===== src/rtl/lpset6_crc_if.sv =====
// lpset6_crc_if: serial bit stream and CRC result bundle between the TX state
// machine (master) and the CRC-15 generator (slave).
interface lpset6_crc_if;
    logic        start;  // high = accumulate data this cycle
    logic        data;   // serial tx bit
    logic        done;   // one-cycle pulse, r just updated
    logic [15:0] r;      // {crc[14:0], 1'b1}, bit 0 is the CRC delimiter

    modport master (output start, output data, input done, input r);
    modport slave  (input start, input data, output done, output r);
endinterface


===== src/rtl/lpset6_crc.sv =====
// lpset6_crc: bit-serial CAN CRC-15 generator. Absorbs one tx bit per clock
// while start is high; on the falling edge of start it publishes
// {crc, 1'b1} on r and pulses done for one cycle.
// Optional feature: define LPSET6_MAXLEN_EN to cap a frame at MAX_BITS bits;
// the frame then completes on its own and the block holds until start drops.
module lpset6_crc #(
    parameter int              CRC_W = 15,
    parameter logic [CRC_W-1:0] POLY = 15'h4599,
    parameter logic [CRC_W-1:0] INIT = 15'h0000
`ifdef LPSET6_MAXLEN_EN
    ,
    parameter int              MAX_BITS = 127
`endif
) (
    input  logic        clock,
    input  logic        rst_n,
    lpset6_crc_if.slave bus
);

    localparam logic [1:0] ST_IDLE  = 2'd0;
    localparam logic [1:0] ST_ACCUM = 2'd1;
`ifdef LPSET6_MAXLEN_EN
    localparam logic [1:0] ST_HOLD  = 2'd2;
    localparam logic [6:0] MAX_CNT  = 7'(MAX_BITS);
`endif

    logic [1:0]       state_q, state_d;
    logic [CRC_W-1:0] crc_q, crc_d;
    logic [CRC_W:0]   r_q, r_d;
    logic             done_q, done_d;
    logic             frame_end;
`ifdef LPSET6_MAXLEN_EN
    logic [6:0]       cnt_q, cnt_d;
`endif

    // One LFSR step: shift left, fold in the polynomial when the feedback is set.
    function automatic logic [CRC_W-1:0] crc_step(input logic [CRC_W-1:0] crc,
                                                  input logic             bit_in);
        logic fb;
        fb = bit_in ^ crc[CRC_W-1];
        return {crc[CRC_W-2:0], 1'b0} ^ (fb ? POLY : '0);
    endfunction

    // A frame ends when start falls, or (when capped) when the bit budget is spent.
    always_comb begin
`ifdef LPSET6_MAXLEN_EN
        frame_end = !bus.start || (cnt_q == MAX_CNT);
`else
        frame_end = !bus.start;
`endif
    end

    // Next-state logic for the frame FSM, CRC register, result and done pulse.
    always_comb begin
        // NOTE: every target gets a default first so no path leaves a latch behind.
        state_d = state_q;
        crc_d   = crc_q;
        r_d     = r_q;
        done_d  = 1'b0;
`ifdef LPSET6_MAXLEN_EN
        cnt_d   = cnt_q;
`endif
        case (state_q)
            ST_IDLE: begin
                if (bus.start) begin
                    crc_d   = crc_step(INIT, bus.data);
                    state_d = ST_ACCUM;
`ifdef LPSET6_MAXLEN_EN
                    cnt_d   = 7'd1;
`endif
                end
            end
            ST_ACCUM: begin
                if (frame_end) begin
                    r_d    = {crc_q, 1'b1};
                    done_d = 1'b1;
`ifdef LPSET6_MAXLEN_EN
                    cnt_d   = 7'd0;
                    state_d = bus.start ? ST_HOLD : ST_IDLE;
`else
                    state_d = ST_IDLE;
`endif
                end else begin
                    crc_d = crc_step(crc_q, bus.data);
`ifdef LPSET6_MAXLEN_EN
                    cnt_d = cnt_q + 7'd1;
`endif
                end
            end
`ifdef LPSET6_MAXLEN_EN
            ST_HOLD: begin
                if (!bus.start) state_d = ST_IDLE;
            end
`endif
            default: state_d = ST_IDLE;
        endcase
    end

    // State registers; reset aborts any frame in flight and clears the result.
    always_ff @(posedge clock or negedge rst_n) begin
        if (!rst_n) begin
            state_q <= ST_IDLE;
            crc_q   <= INIT;
            r_q     <= '0;
            done_q  <= 1'b0;
`ifdef LPSET6_MAXLEN_EN
            cnt_q   <= 7'd0;
`endif
        end else begin
            // NOTE: non-blocking so every flop samples the pre-edge values.
            state_q <= state_d;
            crc_q   <= crc_d;
            r_q     <= r_d;
            done_q  <= done_d;
`ifdef LPSET6_MAXLEN_EN
            cnt_q   <= cnt_d;
`endif
        end
    end

    assign bus.r    = r_q;
    assign bus.done = done_q;

endmodule


===== src/flat_wrapper.sv =====
// flat-port wrapper written by rule: the top's interface ports become plain ports
module lpset6_crc_flat 
#(
    parameter int              CRC_W = 15,
    parameter logic [CRC_W-1:0] POLY = 15'h4599,
    parameter logic [CRC_W-1:0] INIT = 15'h0000

)
  (clock, rst_n, bus_start, bus_data, bus_done, bus_r);
  lpset6_crc_if bus_i ();
  input  logic clock;
  input  logic rst_n;
  input wire logic [$bits(bus_i.start)-1:0] bus_start;
  input wire logic [$bits(bus_i.data)-1:0] bus_data;
  output wire logic [$bits(bus_i.done)-1:0] bus_done;
  output wire logic [$bits(bus_i.r)-1:0] bus_r;
  assign bus_i.start = bus_start;
  assign bus_i.data = bus_data;
  assign bus_done = bus_i.done;
  assign bus_r = bus_i.r;
  lpset6_crc #(.CRC_W(CRC_W), .POLY(POLY), .INIT(INIT)) u_core (.clock(clock), .rst_n(rst_n), .bus(bus_i));
endmodule

===== config.mk =====
export PLATFORM = sky130hd
export DESIGN_NAME = lpset6_crc_flat
export DESIGN_NICKNAME = d
export VERILOG_FILES = /design/src/rtl/lpset6_crc_if.sv /design/src/rtl/lpset6_crc.sv /design/src/flat_wrapper.sv
export SDC_FILE = /design/constraint.sdc
export NUM_CORES = 1
export LEC_CHECK = 0
export ABC_CLOCK_PERIOD_IN_PS = 3300
export CAP_MARGIN = 0
export CELL_PAD_IN_SITES_DETAIL_PLACEMENT = 0
export CELL_PAD_IN_SITES_GLOBAL_PLACEMENT = 1
export CORE_MARGIN = 2
export CORE_UTILIZATION = 30
export DETAILED_ROUTE_END_ITERATION = 6
export GPL_TIMING_DRIVEN = 0
export HOLD_SLACK_MARGIN = 0.12
export PLACE_DENSITY = 0.61
export SLEW_MARGIN = 0
export SYNTH_ARGS = -nofsm -noshare
export SYNTH_HDL_FRONTEND = slang
export SYNTH_SLANG_ARGS = --single-unit

===== constraint.sdc =====
create_clock -name clock -period 3.3 [get_ports clock]
set_clock_uncertainty 0.15 [all_clocks]
set_input_delay 0.66 -clock clock [delete_from_list [all_inputs] [get_ports clock]]
set_output_delay 0.66 -clock clock [all_outputs]
set_load 0.02 [all_outputs]

## Yosys cells after proc, flatten, opt, wreduce, memory -nomap -nowiden

Index checks and enable logic that the tools add are counted.

| word-level totals | value |
|---|---|
| register bits after elaboration | 34 |
| output and inout port bits | 17 |
| logic and storage cells | 26 |

| operators by class | value |
|---|---|
| equal/unequal tests | 4 |
| mux-type cells | 10 |
| bitwise gates (word level) | 3 |
| reductions and logical operators | 5 |

Operator list:

| operator | number |
|---|---|
| 15-bit two-way mux | 4 |
| 15-bit case mux with 2 select lines | 1 |
| 15-bit XOR | 1 |
| 2-bit inequality test, second input constant | 3 |
| 2-bit two-way mux | 2 |
| 2-bit case mux with 2 select lines | 1 |
| 2-bit AND reduction | 2 |
| 3-bit AND reduction | 1 |
| 2-bit by 1-bit == test with 1-bit output, second input constant | 1 |
| 2-bit zero test | 1 |
| 1-bit two-way mux | 2 |
| 2-bit nonzero test | 1 |
| 1-bit inverter | 1 |
| 1-bit XOR | 1 |

## Depth between registers and ports, before layout

| depth | value |
|---|---|
| depth after elaboration | 5 |
| mapped depth | 8 |
| gate-level depth less buffers | 5 |

## Worst setup path before layout

OpenSTA, ideal clock, no wires.

| timing | value |
|---|---|
| path type | input port to flip-flop |
| start point | input port bus_start |
| end point | register u_core.crc_q[14] |
| arrival time | 1,620 ps |
| slack | 1,404 ps |
| cell stages on the path | 5 |
| buffers on the path | 1 |
| path through | inv_1 -> ha_1 -> or2_1 -> buf_6 -> o32a_1 |

| between the ends | value |
|---|---|
| longest elaborated chain between the ends | 2 |

Ends and longest elaborated chain:

| what | line | text |
|---|---|---|
| from (decl) | flat_wrapper.sv:13 | `input wire logic [$bits(bus_i.start)-1:0] bus_start;` |
| 2-bit inequality test (no source line) | -- |  |
| 3-bit AND reduction (no source line) * | -- |  |
| to (signal assigned) | lpset6_crc.sv:112 | `crc_q <= crc_d;` |
| to (decl) | lpset6_crc.sv:28 | `logic [CRC_W-1:0] crc_q, crc_d;` |

Every way passes the cells marked *; elsewhere a longest branch is shown, timed or not.
A chain may end at the register's enable or synchronous reset.

## Final worst setup path

| timing | value |
|---|---|
| start point | input port bus_start |
| end point | register u_core.crc_q[10] |

The elaborated chain is that of the path after synthesis.

==> flow_summary.yaml <==
sta:
  max_slew_margin_pct: 51.0
  setup_viol: 0
  fmax_ghz: 0.456
  fin_setup_tns_ps: 0
  post-route-period-util_pct: 66.5
  slew_viol_final: 0
  worstMarginPinSlew_ps: 736
  period_minus_slack_ps: 2200
  fin_ws_ps: 1100
  hold_viol_final: 0
  rsz0062_at_grt: "no"
final_layout:
  n_antenna_cell: 0
  fin_nets: 155
  fin_util_pct: 39.2
  layout-drive-gt1-share_pct: 23.3
  syn_to_final_growth_pct: 26.3
floorplan:
  rows: 25
  start_util_pct: 31.0
  die_h_um: 73.9
  core-area_um2: 4720
  die_w_um: 73.9
  pin_count: 21
  dieArea_um2: 5450
global_route:
  grt_usage_pct: 11.9
  overflow: 0
  antenna_found_initial: 0
  grt_pass1_vias: 950
  grt_pass1_wl_um: 4720
  grt_max_degree: 34
synth:
  synth_edf_count: 0
  synth_area_um2: 1460
  synth_most_common_cell: "dfrtp_1"
  synthArstFlopShare_pct: 100
  synth.cells.most_frequent: "dfrtp_1 (33), nand2_1 (23), mux2_2 (15), o21ai_0 (8)"
  synthTopCellsByArea: "dfrtp_1 (56%), mux2_2 (12%), nand2_1 (5.9%), mux2i_1 (3.4%), xnor2_1 (3.0%)"
  yosysTopAreaCell: "dfrtp_1"
  synth-seq-cells: 33
  ys_types: 25
  avgSynthCellArea_um2: 11.9
  synth_flop_cell: "dfrtp_1"
  yosys_warnings: 0
  syn_inst: 123
  yosys.area.top_type_share_pct: 56.4
  ys_seq_area_share_pct: 56.4
  syn_nets: 129
clock_tree:
  ctsResizeCount: 0
  cts_hold_buf: 0
  cts-root-buf: "clkbuf_8"
  cts_max_level: 2
  path_clk_slew_ps: 70
  clockBufferDepth: 2
  clkSinkCount: 33
  clk_latency_ps: 280
  cts_tree: "built"
  cts_buffers: 5
  cts_setup_buffers: 0
power_and_ir_drop:
  power.density_nw_per_um2: 1050
  leakagePower_nw: 0.820
  clkPwrFrac_pct: 20.3
  netSwitchingFraction_pct: 34.9
  pwr-share-comb_pct: 43.4
  ir_worst_vdd_uv: 434
  pwr-share-seq_pct: 36.3
  switchingPower_mw: 0.680
  intPower_mw: 1.27
critical_path:
  r2r_end: "u_core.crc_q[14]$_DFFE_PN0P_"
  worstPathArrival_ps: 2270
  ff2ff_setup_slack_ps: 1250
  crit_required_ps: 3370
  worstSetupPathType: "in -> reg"
  cp-start-kind: "input pin"
  cp-end-kind: "flip-flop"
  r2r_cells: 6
  setup.worst_path.start: "bus_start"
  cp_max_fo: 10
  rr_startpoint: "u_core.state_q[0]$_DFFE_PN0P_"
  endpoint: "u_core.crc_q[10]$_DFFE_PN0P_"
detailed_routing:
  post_drt_wl_per_cell_um: 12.3
  vias: 936
  viasPerCell: 4.31
  drcViolationCount: 0
  wl_um: 2680
  drtPass1Iterations: 4
  dr.first_iter.drc_count: 53
  antenna_left: 0
job:
  maxCapViolations: 0
placement:
  hpwl_um: 1740
  place.gp.congestion: 0.786
  portBuffers: 19
  dp_slack_ps: 791
worst_hold_path:
  min_path_type: "in -> async"
outcome:
  status: "finished, final reports clean"
-- final cells by class --
cell class | count | area, um^2
plain buffers | 8 | 61.3
clock buffers | 7 | 86.3
clock inverters | 1 | 30.0
fillers | 473 | 2870
inverters | 2 | 7.51
multi-input cells | 80 | 569
flip-flops and latches | 33 | 826
well taps | 67 | 83.8
repair buffers | 19 | 185
-- power by group through the flow --
stage,Clock [mW],Combinational (mW),Sequential [mW]
5_1_grt,0.426,0.943,0.737
3_3_place_gp,0,0.849,0.713
4_1_cts,0.407,0.863,0.712
2_1_floorplan,0,0.469,0.803
6_report,0.395,0.845,0.708
3_5_place_dp,0,0.854,0.719
-- critical path, cell delays in order --
cell             delay [ps]
clkdlybuf4s50_1         460
inv_1                    60
ha_1                    220
buf_6                   160
nor3b_1                 460
mux2i_1                 160
nand2_1                  90
-- stage by stage --
stage | total power, mW | hold slack, ps | instance area, um^2 | std cells
3_3_place_gp | 1.56 | 301 | 1740 | 209
2_1_floorplan | 1.27 | 214 | 1460 | 123
4_1_cts | 1.98 | 310 | 1850 | 217
6_report | 1.95 | 284 | 1850 | 217
5_1_grt | 2.11 | 345 | 1850 | 217
3_5_place_dp | 1.57 | 301 | 1730 | 209
-- worst min-delay path by stage --
stage	slack (ps)	endpoint	startpoint
6_report	280	u_core.crc_q[3]$_DFFE_PN0P_	rst_n
5_1_grt	350	u_core.crc_q[3]$_DFFE_PN0P_	rst_n
4_1_cts	310	u_core.bus.r[8]$_DFFE_PN0P_	rst_n
3_5_place_dp	300	u_core.bus.r[0]$_DFFE_PN0P_	u_core.bus.r[0]$_DFFE_PN0P_
3_3_place_gp	300	u_core.bus.r[0]$_DFFE_PN0P_	u_core.bus.r[0]$_DFFE_PN0P_
2_1_floorplan	210	u_core.bus.done$_DFF_PN0_	rst_n
-- kinds of logic after synthesis --
family	count (synthesis)	synth area share, %
AO/OA/AOI/OAI	15	5.47
XOR/XNOR	7	4.19
adder cells (fa/ha/maj)	2	1.71
buffers and inverters	10	4.70
flip-flops	33	56.4
multiplexers	20	15.0
AND/OR/NAND/NOR	36	12.6
-- state kept, by name, indices dropped and copies added (netlist names) --
| register | count |
|---|---|
| u_core.bus.done | 1 |
| u_core.bus.r | 16 |
| u_core.crc_q | 15 |
| u_core.state_q | 1 |
-- placed cells by master, fill, tap and decap left out --
master / n
buf_4: 1
or2_2: 1
inv_1: 2
buf_6: 3
nand2_1: 23
o21ai_1: 1
nor2b_1: 1
xnor2_1: 5
o21ai_0: 8
bufinv_16: 1
clkbuf_1: 1
xor2_1: 2
mux2i_1: 5
buf_2: 5
o32a_1: 1
nor3b_1: 1
clkdlybuf4s50_1: 18
nor2_1: 3
or2_1: 1
nor3_2: 1
clkbuf_8: 6
ha_1: 2
mux2_2: 15
dfrtp_1: 33
nor4b_2: 2
a21oi_1: 5
and3b_1: 1
and3_1: 1
nor3_1: 1
-- metal layers --
metal  track usage (%)  up-vias  wire (um)
met5                 0        -          0
met4              4.85        0         44
met3              4.12        5        105
met2              17.0       18       1130
met1              16.3      447       1400
li1                  -      466          -
Power figures use the tool's default switching activity.
